**src/rtl/bus_bridge.sv**
```systemverilog
// bus_bridge: single-master CPU bridge to two timer devices plus a small
// interrupt controller. Each request walks IDLE -> ACCESS -> DONE; the
// completion pulse on cpu_ready is registered out of DONE.
module bus_bridge #(
    parameter logic [31:0] DEV0_BASE = 32'h0000_7F00,
    parameter logic [31:0] DEV1_BASE = 32'h0000_7F10,
    parameter logic [31:0] ICTL_BASE = 32'h0000_7F20
) (
    input  logic        clk,
    input  logic        rst,
    input  logic        cpu_req,
    input  logic [31:0] cpu_addr,
    input  logic        cpu_we,
    input  logic [31:0] cpu_wdata,
    output logic [31:0] cpu_rdata,
    output logic        cpu_ready,
    output logic [5:0]  cpu_hwint,
    output logic [1:0]  dev_addr,
    output logic [31:0] dev_wdata,
    output logic        dev_we0,
    output logic        dev_we1,
    input  logic [31:0] dev_rdata0,
    input  logic [31:0] dev_rdata1,
    input  logic        dev_irq0,
    input  logic        dev_irq1
);
    localparam logic [31:0] UNMAPPED_DATA = 32'hABCD_EEFF;
    localparam logic [31:0] WINDOW_BYTES  = 32'd12;

    typedef enum logic [1:0] {IDLE, ACCESS, DONE} state_t;

    state_t      r_state;
    state_t      w_state_next;
    logic [29:0] r_addr;
    logic        r_we;
    logic [31:0] r_wdata;
    logic [31:0] r_rdata;
    logic        r_ready;
    logic [1:0]  r_pend;
    logic [1:0]  r_mask;

    logic        w_latch;
    logic        w_access;
    logic [31:0] w_byte_addr;
    logic [31:0] w_off0;
    logic [31:0] w_off1;
    logic [31:0] w_offi;
    logic        w_hit0;
    logic        w_hit1;
    logic        w_hiti;
    logic [31:0] w_rdata_sel;
    logic [1:0]  w_clr;
    logic        w_mask_we;
    logic        w_unused;

    // Byte-address bits [1:0] carry no information for word registers.
    assign w_unused = &{1'b0, cpu_addr[1:0]};

    // Window decode on the latched word address; offsets 0, 4, 8 are mapped,
    // anything from offset 12 upward falls through to the unmapped response.
    assign w_byte_addr = {r_addr, 2'b00};
    assign w_off0      = w_byte_addr - DEV0_BASE;
    assign w_off1      = w_byte_addr - DEV1_BASE;
    assign w_offi      = w_byte_addr - ICTL_BASE;
    assign w_hit0      = (w_off0 < WINDOW_BYTES);
    assign w_hit1      = (w_off1 < WINDOW_BYTES) && !w_hit0;
    assign w_hiti      = (w_offi < WINDOW_BYTES) && !w_hit0 && !w_hit1;

    // The access cycle is gated by rst so a reset landing on the ACCESS edge
    // never lets a device commit the write on that same edge.
    assign w_access  = (r_state == ACCESS) && !rst;
    assign dev_we0   = w_access && r_we && w_hit0;
    assign dev_we1   = w_access && r_we && w_hit1;
    assign w_mask_we = w_access && r_we && w_hiti && (w_offi[3:2] == 2'b01);
    assign w_clr     = (w_access && r_we && w_hiti && (w_offi[3:2] == 2'b00))
                       ? r_wdata[1:0] : 2'b00;

    assign dev_addr  = r_addr[1:0];
    assign dev_wdata = r_wdata;
    assign cpu_rdata = r_rdata;
    assign cpu_ready = r_ready;
    assign cpu_hwint = {4'b0000, r_pend & r_mask};

    // Next-state logic; IDLE ignores cpu_req during the ready cycle because
    // the CPU is still holding the completed request at that point.
    always_comb begin
        w_state_next = r_state;
        w_latch      = 1'b0;
        case (r_state)
            IDLE: begin
                if (cpu_req && !r_ready) begin
                    w_latch      = 1'b1;
                    w_state_next = ACCESS;
                end
            end
            ACCESS:  w_state_next = DONE;
            DONE:    w_state_next = IDLE;
            default: w_state_next = IDLE;
        endcase
    end

    // Read-data mux for the selected window.
    always_comb begin
        w_rdata_sel = UNMAPPED_DATA;
        if (w_hit0) begin
            w_rdata_sel = dev_rdata0;
        end else if (w_hit1) begin
            w_rdata_sel = dev_rdata1;
        end else if (w_hiti) begin
            case (w_offi[3:2])
                2'b00:   w_rdata_sel = {30'd0, r_pend};
                2'b01:   w_rdata_sel = {30'd0, r_mask};
                default: w_rdata_sel = 32'd0;
            endcase
        end
    end

    // State register.
    always_ff @(posedge clk) begin
        if (rst) r_state <= IDLE;
        else     r_state <= w_state_next;
    end

    // Request latch: address, direction and write data captured in IDLE.
    always_ff @(posedge clk) begin
        if (rst) begin
            r_addr  <= '0;
            r_we    <= 1'b0;
            r_wdata <= '0;
        end else if (w_latch) begin
            r_addr  <= cpu_addr[31:2];
            r_we    <= cpu_we;
            r_wdata <= cpu_wdata;
        end
    end

    // Read data captured at the end of ACCESS and held until the next read.
    always_ff @(posedge clk) begin
        if (rst)                              r_rdata <= '0;
        else if (r_state == ACCESS && !r_we)  r_rdata <= w_rdata_sel;
    end

    // Completion pulse registered out of DONE; reset on that edge kills it.
    always_ff @(posedge clk) begin
        if (rst) r_ready <= 1'b0;
        else     r_ready <= (r_state == DONE);
    end

    // Pending bits: level set from the devices wins over a same-cycle W1C.
    always_ff @(posedge clk) begin
        if (rst) r_pend <= 2'b00;
        else     r_pend <= (r_pend & ~w_clr) | {dev_irq1, dev_irq0};
    end

    // Interrupt mask register.
    always_ff @(posedge clk) begin
        if (rst)            r_mask <= 2'b00;
        else if (w_mask_we) r_mask <= r_wdata[1:0];
    end
endmodule

```
**config.mk**
```make
export PLATFORM = sky130hd
export DESIGN_NAME = bus_bridge
export DESIGN_NICKNAME = d
export VERILOG_FILES = /design/src/rtl/bus_bridge.sv
export SDC_FILE = /design/constraint.sdc
export NUM_CORES = 1
export LEC_CHECK = 0
export ABC_AREA = 1
export CORE_ASPECT_RATIO = 1.25
export CORE_MARGIN = 1
export CORE_UTILIZATION = 51
export CTS_CLUSTER_SIZE = 30
export DETAILED_ROUTE_END_ITERATION = 10
export HOLD_SLACK_MARGIN = 0.05
export PLACE_DENSITY = 0.95
export SLEW_MARGIN = 10
export SYNTH_ARGS = -nofsm -noshare
export SYNTH_HDL_FRONTEND = slang
export SYNTH_SLANG_ARGS = --single-unit
```
**constraint.sdc**
```tcl
create_clock -name clk -period 6.1 [get_ports clk]
set_input_delay 1.22 -clock clk [delete_from_list [all_inputs] [get_ports clk]]
set_output_delay 1.22 -clock clk [all_outputs]
set_load 0.05 [all_outputs]
```
==> impl_metrics.tcl, run 1 <==
set metrics [dict create \
    number_of_optimization_iterations_in_the_first_detailed_route_pass 6 \
    postSynth.asyncResetShare 0 \
    gpl.final_weighted_congestion 0.9529 \
    total_power_w 0.002030 \
    worst_hold_slack_ps 467.2 \
    timing.clock.skew_ps 12.10 \
    grt_util_all_layers 0.3250 \
    antenna_cells_inserted 0 \
    critPathMostFrequentCell "nand2_1" \
    cts_root_buf "clkbuf_16" \
    worstSetupEndpointType "output pin" \
    run_status "complete, no violations" \
    insertion_delay_ps 360 \
    route.vias.total 7470 \
    post_synth.cell_area_avg_um2 6.134 \
    crit_path_required_time_ps 4880 \
    floorplan.die_area_mm2 0.01296 \
    critical_path.startpoint "r_addr[3]" \
    regToRegStartpoint "r_addr[3]" \
    grt_pass1_vias 6862 \
    final.fill_count 1042 \
    drive_gt1_frac 0.06667 \
    route.antenna.remaining_nets 0 \
    worst_ir_drop_vdd_v 0.0001898 \
    ys_dominant_reg_cell "dfxtp_1" \
    worst_path_dominant_cell_family "simple AND/OR/NAND/NOR gates" \
    postCtsSetupRepairBufs 0 \
    maxCapViolations 0 \
    detailed_place_hpwl_um 15470 \
    io_buffers 202 \
    critical_path_arrival_ps 4170 \
    critical-path-slowest-cell "clkdlybuf4s50_1" \
    tightest_slew_ps 818.3 \
    min-delay-path-class "flop to flop" \
    power_per_cell_area_mw_per_mm2 233.5 \
    drc 0 \
    flow.area_growth_from_synthesis_pct 36.30 \
    clock_sinks 102 \
    timing.setup.critical_path_class "flop to output pin" \
    final-setup-viol-count 0 \
    synth.ff_latch_count 102 \
    timing.max_slew.rel_slack 0.4537 \
    crit_path_max_fo 25 \
    final_core_util 0.7150 \
    yosysUniqueCellTypes 32 \
    clk_pin_slew_worst_paths_ps 80 \
    placementRows 45 \
    synthesis.instances 1040 \
    post_synth_main_area_contributors "dfxtp_1, nand2_1, nor2_1, inv_1, nand3_1" \
    tritoncts_clock_tree "yes" \
    drt_wl_total_um 21230 \
    critical_path.n_buffers_inverters 4 \
    synth.largest_area_cell "dfxtp_1" \
    static-leakage-power_nw 3.937 \
    cts_buffers 9 \
    timing.hold.worst.start "cpu_rdata[24]" \
    setup-tns-final_ps 0 \
    worst_setup_path_start_kind "flop" \
    clock.fmax_ghz 0.1854 \
    die_height_um 127.1 \
    synth_area_mm2 0.006380 \
    finalWorstPathRequiredPeriod_ps 5393 \
    synth_enable_flop_cells 0 \
    synthTopCellsByCount "nand2_1, nor2_1, inv_1" \
    cts.path.max_buffers 2 \
    floorplan.io_pins 209 \
    post-synth-top-area-fraction 0.3201 \
    hold_viol 0 \
    floorplan.initialDensity 0.5246 \
    maximum_number_of_pins_on_one_net_before_global_route_repair 66 \
    post_cts_hold_buffer_count 0 \
    grt_first_pass_wirelength_um 32860 \
    min_period_over_period 0.8841 \
    synthMostInstantiatedCell "nand2_1" \
    antenna_found_initial 0 \
    crit_path_max_incr_delay_ps 830 \
    cts_max_level 3 \
    path_cells "inv_1 > ha_1 > nand2_1 > nand2_1 > o21ai_1 > nand2_1 > nand2_1 > nand2_1 > inv_1 > nand2_1 > nor2_1 > nand3_1 > nor2_4 > and3_1 > inv_2 > nor2_1 > clkdlybuf4s50_1" \
    slew_viol_final 0 \
    post_drt_via_cell_ratio 5.417 \
    num-nets-final 1346 \
    post_cts_resized 0 \
    synth_sequential_area_ratio 0.3201 \
    overflow 0 \
    core_region_area_mm2 0.01216 \
    setup_repair_after_global_routing_missed_its_margin "no" \
    first_iter_violations 560 \
    count_of_synthesis_stage_warnings_from_yosys 0 \
    route.detailed.wl_per_inst_um 15.40 \
    die_x_um 102.0 \
]
[worst min-delay path: stages, from the launching register on]
cell and delay, ps:
dfxtp_1 320, nand2_1 60, a21oi_1 50
[cell usage in the layout (no fill, tap or decap), drive strengths merged]
cell type      instances
a21boi                 1
a21oi                 61
and2                   2
and3                   2
buf                    7
clkbuf                 9
clkdlybuf4s50        202
clkinv                 3
clkinvlp               2
conb                   4
dfxtp                102
ha                     2
inv                  156
nand2                249
nand3                 82
nand3b                 3
nand4                 63
nor2                 161
nor3                   8
o21ai                 89
xor2                   7
[logic make-up after synthesis]
group                    share of synthesized area
AND/OR/NAND/NOR                             0.4087
buffers and inverters                       0.1336
AO/OA/AOI/OAI                               0.1236
flip-flops                                  0.3201
XOR/XNOR                                  0.009610
adder cells (fa/ha/maj)                   0.003922
other                                    0.0005878
[per-stage QoR]
stage | cells | area, um^2 | setup slack [ps]
2_1_floorplan | 1043 | 6391 | 2311
3_3_place_gp | 1363 | 8402 | 1164
3_5_place_dp | 1363 | 8402 | 1169
4_1_cts | 1379 | 8696 | 772.2
5_1_grt | 1379 | 8696 | 439.6
6_report | 1379 | 8696 | 707.1
[sequential cells by signal (all words and copies together), names as in the netlist]
signal     cells
r_addr        30
r_mask         2
cpu_ready      1
r_pend         2
cpu_rdata     32
dev_wdata     32
r_state        2
r_we           1
[worst paths after layout]
check / to / slack [ps] / cells after the start
hold / removal: cpu_rdata[24] / 470 / 2
setup / recovery: dev_we1 / 710 / 17
hold reg to reg: cpu_rdata[24] / 470 / 2
setup reg to reg: cpu_rdata[17] / 2980 / 16
[final cells by class]
| class | instances | area, um^2 | area share |
|---|---|---|---|
| Tap cell | 164 | 205.2 | 0.02360 |
| Inverter | 154 | 578.1 | 0.06647 |
| Timing Repair Buffer | 209 | 2074 | 0.2386 |
| Clock inverter | 7 | 68.82 | 0.007914 |
| Sequential cell | 102 | 2042 | 0.2348 |
| Multi-Input combinational cell | 734 | 3502 | 0.4027 |
| Clock buffer | 9 | 225.2 | 0.02590 |
[power breakdown]
group / internal, W / switching (W) / leakage [nW]
Combinational: 0.000242 / 0.000431 / 2.96
Clock: 0.000288 / 0.000297 / 0.137
Sequential: 0.000721 / 0.0000514 / 0.842
[routing by layer]
layer  routed length, um  vias up  global-route usage
li1                    -     3649                   -
met1                8137     3347              0.3824
met2               10370      408              0.5590
met3                1862       66             0.07112
met4                 866        0              0.1437
met5                   0        -                   0
No activity file was read; power rests on OpenSTA's default activity.
==> inputs of run 2 (changes only) <==
==> constraint.sdc (replaced) <==
create_clock -name clk -period 6.1 [get_ports clk]
set_input_delay 0.915 -clock clk [delete_from_list [all_inputs] [get_ports clk]]
set_output_delay 0.915 -clock clk [all_outputs]
set_load 0.05 [all_outputs]
==> run 2 against run 1 <==
Non-clock buffer count did not move; clock-buffer cell count grew 2; register-to-register slack got worse by 30 ps; via count decreased by 2.2%; combinational power barely moved; die area unchanged; routed wire length fell by 1.7%; largest power group unchanged; final cell count unchanged; clock skew shrank 3.4 ps; worst setup slack improved by 320 ps.
==> impl_metrics.tcl, run 2 (same netlist as run 1, synthesis figures left out) <==
set metrics [dict create \
    run_status "complete, no violations" \
    timing.hold.worst_path_depth 2 \
    floorplan.die_area_mm2 0.01296 \
    layout.cells.most_common "nand2_1" \
    flow.area_growth_from_synthesis_pct 36.01 \
    cts.path.max_buffers 2 \
    critical-path-slowest-cell "clkdlybuf4s50_1" \
    first_iter_violations 493 \
    maximum_number_of_pins_on_one_net_before_global_route_repair 74 \
    clock_sinks 102 \
    antenna_cells_inserted 0 \
    gpl.final_weighted_congestion 0.9465 \
    timing.clock.skew_ps 8.702 \
    post_cts_resized 0 \
    grt_pass1_vias 6875 \
    floorplan.io_pins 209 \
    placementRows 45 \
    postCtsSetupRepairBufs 0 \
    setup_repair_after_global_routing_missed_its_margin "no" \
    worst_path_dominant_cell_family "simple AND/OR/NAND/NOR gates" \
    timing.rr.end "cpu_rdata[17]" \
    drive_gt1_frac 0.06584 \
    clock.fmax_ghz 0.1972 \
    maxCapViolations 0 \
    reg2reg_setup_slack_ps 2950 \
    cts_buffers 9 \
    clk_pin_slew_worst_paths_ps 70 \
    final-setup-viol-count 0 \
    cts_max_level 3 \
    grt_first_pass_wirelength_um 32710 \
    grt_util_all_layers 0.3221 \
    crit_path_max_fo 25 \
    path_cells "inv_1 > ha_1 > nand2_1 > nand2_1 > o21ai_1 > nand2_1 > nand2_1 > nand2_1 > inv_1 > nand2_1 > nor2_1 > nand3_1 > nor2_4 > and3_1 > inv_2 > nor2_1 > clkdlybuf4s50_1" \
    route.detailed.wl_per_inst_um 15.14 \
    drt_wl_total_um 20870 \
    drc 0 \
    slew_viol_final 0 \
    regToRegStartpoint "r_addr[3]" \
    worst_ir_drop_vdd_v 0.0002374 \
    floorplan.initialDensity 0.5246 \
    tritoncts_clock_tree "yes" \
    tightest_slew_ps 792.8 \
    instance_count_after_placement_with_tap_cells_included 1363 \
    cts_root_buf "clkbuf_16" \
    timing.hold.worst.start "cpu_rdata[1]" \
    fin_cells 1379 \
    worst_setup_path_start_kind "flop" \
    detailed_place_hpwl_um 15210 \
    power_per_cell_area_mw_per_mm2 230.9 \
    hold-path-endpoint "cpu_rdata[1]" \
    timing.setup.critical_path_class "flop to output pin" \
    crit_path_required_time_ps 5180 \
    worstSetupEndpointType "output pin" \
    critical_path.n_buffers_inverters 4 \
    antenna_found_initial 0 \
    post_cts_hold_buffer_count 0 \
    route.antenna.remaining_nets 0 \
    setup-tns-final_ps 0 \
    timing.max_slew.rel_slack 0.4709 \
    overflow 0 \
    hold_viol 0 \
    insertion_delay_ps 360 \
    rr_worst_depth 16 \
    crit_path_max_incr_delay_ps 820 \
    die_x_um 102.0 \
    number_of_optimization_iterations_in_the_first_detailed_route_pass 6 \
    commonest_non_fill_non_tap_cells_in_the_layout "nand2_1, clkdlybuf4s50_1, nor2_1, inv_1, dfxtp_1" \
    finalWorstPathRequiredPeriod_ps 5071 \
    critical_path_arrival_ps 4160 \
    core_region_area_mm2 0.01216 \
    die_height_um 127.1 \
    num-nets-final 1346 \
    critPathMostFrequentCell "nand2_1" \
    io_buffers 202 \
    post_drt_via_cell_ratio 5.297 \
    min_period_over_period 0.8314 \
    min-delay-path-class "flop to flop" \
    static-leakage-power_nw 3.940 \
    route.vias.total 7304 \
]
run 2: worst max-delay path by stage:
stage          startpoint  endpoint  slack (ps)  cells after the start
2_1_floorplan   r_addr[3]   dev_we1        2620                     14
3_3_place_gp    r_addr[3]   dev_we1        1500                     17
3_5_place_dp    r_addr[3]   dev_we1        1470                     17
4_1_cts         r_addr[3]   dev_we1        1100                     17
5_1_grt         r_addr[3]   dev_we1         730                     17
6_report        r_addr[3]   dev_we1        1030                     17
run 2: area by class of cell:
type	count	area [um^2]
Clock buffer	11	242.7
Clock inverter	5	32.53
Fill cell	1023	3485
Inverter	154	578.1
Multi-Input combinational cell	734	3502
Sequential cell	102	2042
Tap cell	164	205.2
Timing Repair Buffer	209	2074
run 2: report_power, final:
| group | switching (W) | internal (W) |
|---|---|---|
| Clock | 0.000272 | 0.000289 |
| Combinational | 0.000428 | 0.000242 |
| Sequential | 0.0000511 | 0.000721 |
| Total | 0.000752 | 0.00125 |
run 2: through the flow:
| step | total power, W | utilization | setup WS [ps] | hold WS (ps) | area (um^2) |
|---|---|---|---|---|---|
| final | 0.002003 | 0.7135 | 1029 | 465.3 | 8677 |
| after global routing | 0.002089 | 0.7135 | 726.2 | 485.1 | 8677 |
| after CTS | 0.001999 | 0.7135 | 1101 | 463.8 | 8677 |
| after detailed placement | 0.001447 | 0.6908 | 1475 | 455.3 | 8402 |
| after global placement | 0.001438 | 0.6908 | 1504 | 435.2 | 8402 |
| after floorplan | 0.001214 | - | 2616 | 420.5 | 6391 |
run 2: routing by layer:
metal	global-route usage	vias up	routed length, um	share of wire
met5	0	-	0	0
met4	0.1756	0	925	0.044
met3	0.07002	63	1615	0.077
met2	0.5456	320	10090	0.48
met1	0.3731	3272	8240	0.39
li1	-	3649	-	-
run 2: worst min-delay path, stage by stage (launching register included):
cell	delay, ps
dfxtp_1	310
nand2_1	60
a21oi_1	50
==> inputs of run 3 (changes only) <==
Settings changed: CORE_UTILIZATION 51 to 42, PLACE_DENSITY 0.95 to 0.85.
Clock period 6.1 ns to 4.21 ns, I/O delays scaled along.
==> run 3 against run 2 <==
The flow now finishes with violations (DRC); combinational power grew 46%; clock power grew 60%; routed wire length grew 0.72%; cell area grew 1.4%; non-clock buffer count grew 5; largest power group unchanged.
==> impl_metrics.tcl, run 3 (same netlist as run 1, synthesis figures left out) <==
set metrics [dict create \
    drc 5 \
    layout.cells.most_common "nand2_1" \
    antenna_found_initial 0 \
    insertion_delay_ps 360 \
    worstSetupEndpointType "output pin" \
    finalWorstPathRequiredPeriod_ps 3754 \
    post_cts_hold_buffer_count 0 \
    final_core_util 0.5908 \
    final.fill_count 1421 \
    tritoncts_clock_tree "yes" \
    worst_hold_slack_ps 453.9 \
    cts.path.max_buffers 2 \
    cts_buffers 9 \
    drt_wl_total_um 21020 \
    post_cts_resized 0 \
    floorplan.io_pins 209 \
    hold_viol 0 \
    crit_path_max_fo 16 \
    post_drt_via_cell_ratio 5.182 \
    io_buffers 202 \
    route.detailed.wl_per_inst_um 15.00 \
    instance_count_after_placement_with_tap_cells_included 1386 \
    floorplan.initialDensity 0.4285 \
    maximum_number_of_pins_on_one_net_before_global_route_repair 57 \
    run_status "finished with violations" \
    reg2reg_setup_slack_ps 1460 \
    timing.clock.skew_ps 8.607 \
    grt_pass1_vias 6955 \
    timing.max_slew.rel_slack 0.4307 \
    commonest_non_fill_non_tap_cells_in_the_layout "nand2_1, clkdlybuf4s50_1, nor2_1, inv_1, dfxtp_1" \
    critical_path_arrival_ps 3120 \
    core_region_area_mm2 0.01489 \
    worst_setup_path_start_kind "flop" \
    clk_pin_slew_worst_paths_ps 70 \
    cts_root_buf "clkbuf_16" \
    route.vias.total 7265 \
    die_x_um 112.2 \
    min-delay-path-class "flop to flop" \
    worst_ir_drop_vdd_v 0.0002741 \
    postLayoutCellArea_mm2 0.008796 \
    grt_first_pass_wirelength_um 33880 \
    min_period_over_period 0.8917 \
    first_iter_violations 481 \
    postCtsSetupRepairBufs 0 \
    maxCapViolations 0 \
    post_dp_area_mm2 0.008484 \
    final-setup-viol-count 0 \
    overflow 0 \
    slew_viol_final 0 \
    crit_path_required_time_ps 3580 \
    num-nets-final 1351 \
    clock.fmax_ghz 0.2664 \
    drive_gt1_frac 0.07213 \
    antenna_cells_inserted 0 \
    placementRows 50 \
    detailed_place_hpwl_um 15500 \
    cts_max_level 3 \
    setup-tns-final_ps 0 \
    static-leakage-power_nw 3.995 \
    violations "DRC" \
    fin_cells 1402 \
    route.antenna.remaining_nets 0 \
    grt_util_all_layers 0.2713 \
    setup_repair_after_global_routing_missed_its_margin "no" \
    tightest_slew_ps 853.1 \
    clock_sinks 102 \
    number_of_optimization_iterations_in_the_first_detailed_route_pass 8 \
    timing.setup.critical_path_class "flop to output pin" \
    die_height_um 139.8 \
    flow.area_growth_from_synthesis_pct 37.87 \
    gpl.final_weighted_congestion 0.9542 \
    power_per_cell_area_mw_per_mm2 340.8 \
    floorplan.die_area_mm2 0.01569 \
]
run 3: cell types whose count changed in the layout (fill, tap and decap cells not counted), moves of 2 or more:
cell	delta
buf_4	+4
buf_12	+2
clkinv_2	-2
inv_6	+2
run 3: cell type report:
class / instances / area [um^2] / share of cell area
Clock inverter: 6 / 72.57 / 0.008250
Clock buffer: 10 / 239.0 / 0.02717
Timing Repair Buffer: 214 / 2135 / 0.2427
Inverter: 154 / 578.1 / 0.06572
Tap cell: 182 / 227.7 / 0.02589
Sequential cell: 102 / 2042 / 0.2321
Multi-Input combinational cell: 734 / 3502 / 0.3982
run 3: worst max-delay path: stages (launching register included):
cell             delay (ps)
dfxtp_1                 420
nand2_1                 160
nor2_2                  270
nand2_4                 190
nand2_1                 110
xor2_1                  200
nand3_1                 140
nor2_4                  160
nand3_4                 150
nor2_1                  120
clkdlybuf4s50_1         840
run 3: path summary, 6_finish.rpt:
| path | from | to | cells after the start |
|---|---|---|---|
| worst max-delay path | r_addr[7] | dev_we0 | 10 |
| worst min-delay path | r_state[0] | cpu_ready | 1 |
| worst max register to register | r_addr[3] | cpu_rdata[21] | 15 |
| worst min register to register | r_state[0] | cpu_ready | 1 |
run 3: layer usage:
| layer | global-route usage | share of wire |
|---|---|---|
| met5 | 0 | 0 |
| met4 | 0.1291 | 0.039 |
| met3 | 0.06751 | 0.081 |
| met2 | 0.4707 | 0.49 |
| met1 | 0.3107 | 0.39 |
run 3: power by group:
part | switching [W] | total [W] | internal [W]
clock network | 0.000412 | 0.000899 | 0.000488
logic | 0.000625 | 0.000981 | 0.000357
registers | 0.0000720 | 0.00112 | 0.00104
total | 0.00111 | 0.00300 | 0.00189
run 3: per-stage QoR:
stage               total power (W)  setup slack, ps
floorplan                  0.001759             1010
global placement           0.002097            847.1
detailed placement         0.002109            847.8
CTS                        0.003006            469.1
global route               0.003146            177.9
finish                     0.002997            456.1
==> RTL change (flow settings as in run 3) <==
The 3 states of `state_t` get a one-hot encoding in 3 bits.
--- a/src/rtl/bus_bridge.sv
+++ b/src/rtl/bus_bridge.sv
@@ -28,5 +28,5 @@
     localparam logic [31:0] WINDOW_BYTES  = 32'd12;
 
-    typedef enum logic [1:0] {IDLE, ACCESS, DONE} state_t;
+    typedef enum logic [2:0] {IDLE = 3'b001, ACCESS = 3'b010, DONE = 3'b100} state_t;
 
     state_t      r_state;
Formal check against the unedited RTL: same outputs for any inputs over 4 cycles, from zero or initial values and one cycle with rst high; so few cycles prove little.
==> RTL change against run 3 <==
- first-iteration DRC count is 14% higher
- largest power group unchanged
- worst setup slack got worse by 200 ps
- wire length grew 15%
- global-route usage grew 2.0 points
- sequential cell count is 1 higher
- clock skew is 4.6 ps higher
- count of clock-buffer cells in the layout is the same
- synthesized area grew 8.8%
- total power grew 0.14%
- cell area is 5.4% higher
==> RTL change: results <==
[routing]
via_per_inst = 5.28
routed_wl_um = 24300
drt_iter0_markers = 547
vias = 7838

[global_route]
grt_max_degree = 76
grt_first_pass_wirelength_um = 38300
grt_use_total = 0.291

[clock_network]
cts_setup_buffers = 0

[cells_and_area]
drive_gt1_frac = 0.104
fillCellCount = 1547
nets = 1400

[worst_setup_path]
r2r_end = cpu_rdata[13]
reg2reg_slack_ps = 1080
cp-startpoint = r_addr[10]
worstPathArrival_ps = 3320
critPathMaxFanout = 11

[yosys]
synth_common_cells = 264 x nand2_1, 154 x nor2_1, 103 x dfxtp_1, 92 x inv_1, 87 x nand3_1
ys_top_cells_by_area = dfxtp_1 30%, nand2_1 14%, nor2_1 8.3%
syn_inst = 1097
ys_warn_count = 0
ys_types = 38

[place]
hpwl_um = 18800
dp.cells = 1469
gp_congestion = 0.978

[power]
power_leakage_nw = 3.89
peakVddDrop_mv = 0.329

[sta]
clock_skew_ps = 13.2
tightest_slew_ps = 1020

[status]
status = finished, final reports clean
-- RTL change: logic make-up after synthesis --
logic type | after synthesis | share of synthesized area
DFF | 103 | 0.297
AOI/OAI and AO/OA | 173 | 0.138
adders and majority gates | 2 | 0.00360
other | 1 | 0.000540
and+or+nand+nor | 654 | 0.452
buffers and inverters | 162 | 0.105
xor gates and xnor gates | 2 | 0.00361
-- RTL change: area by class of cell --
type	count	share of cell area
clock inverter	6	0.00540
inverter	103	0.0422
sequential	103	0.222
multi-input combinational	835	0.449
timing repair buffer	212	0.226
clock buffer	10	0.0258
tap	216	0.0291
-- RTL change: metrics by stage --
stage | cell area, µm² | hold WS, ps | setup WS [ps]
CTS | 9270 | 463 | 295
finish | 9270 | 462 | 257
global route | 9270 | 478 | 55.3
detailed placement | 8980 | 453 | 711
global placement | 8980 | 427 | 678
floorplan | 6950 | 413 | 1090
-- RTL change: power by group --
group,internal (mW),switching (mW),leakage (nW)
logic,0.379,0.670,2.90
clock network,0.426,0.403,0.141
registers,1.04,0.0805,0.846
total,1.85,1.15,3.89
-- RTL change: worst min path at each step --
stage | startpoint | end
6_report | r_state[0] | cpu_ready
5_1_grt | r_state[0] | cpu_ready
4_1_cts | r_state[0] | cpu_ready
3_5_place_dp | r_state[0] | cpu_ready
3_3_place_gp | r_state[0] | cpu_ready
2_1_floorplan | r_state[1] | cpu_ready
-- RTL change: layer usage --
layer,global-route usage,vias up,wire (µm)
met5,0,-,0
met4,0.129,0,1020
met3,0.0708,73,1740
met2,0.482,316,11800
met1,0.352,3551,9680
li1,-,3898,-
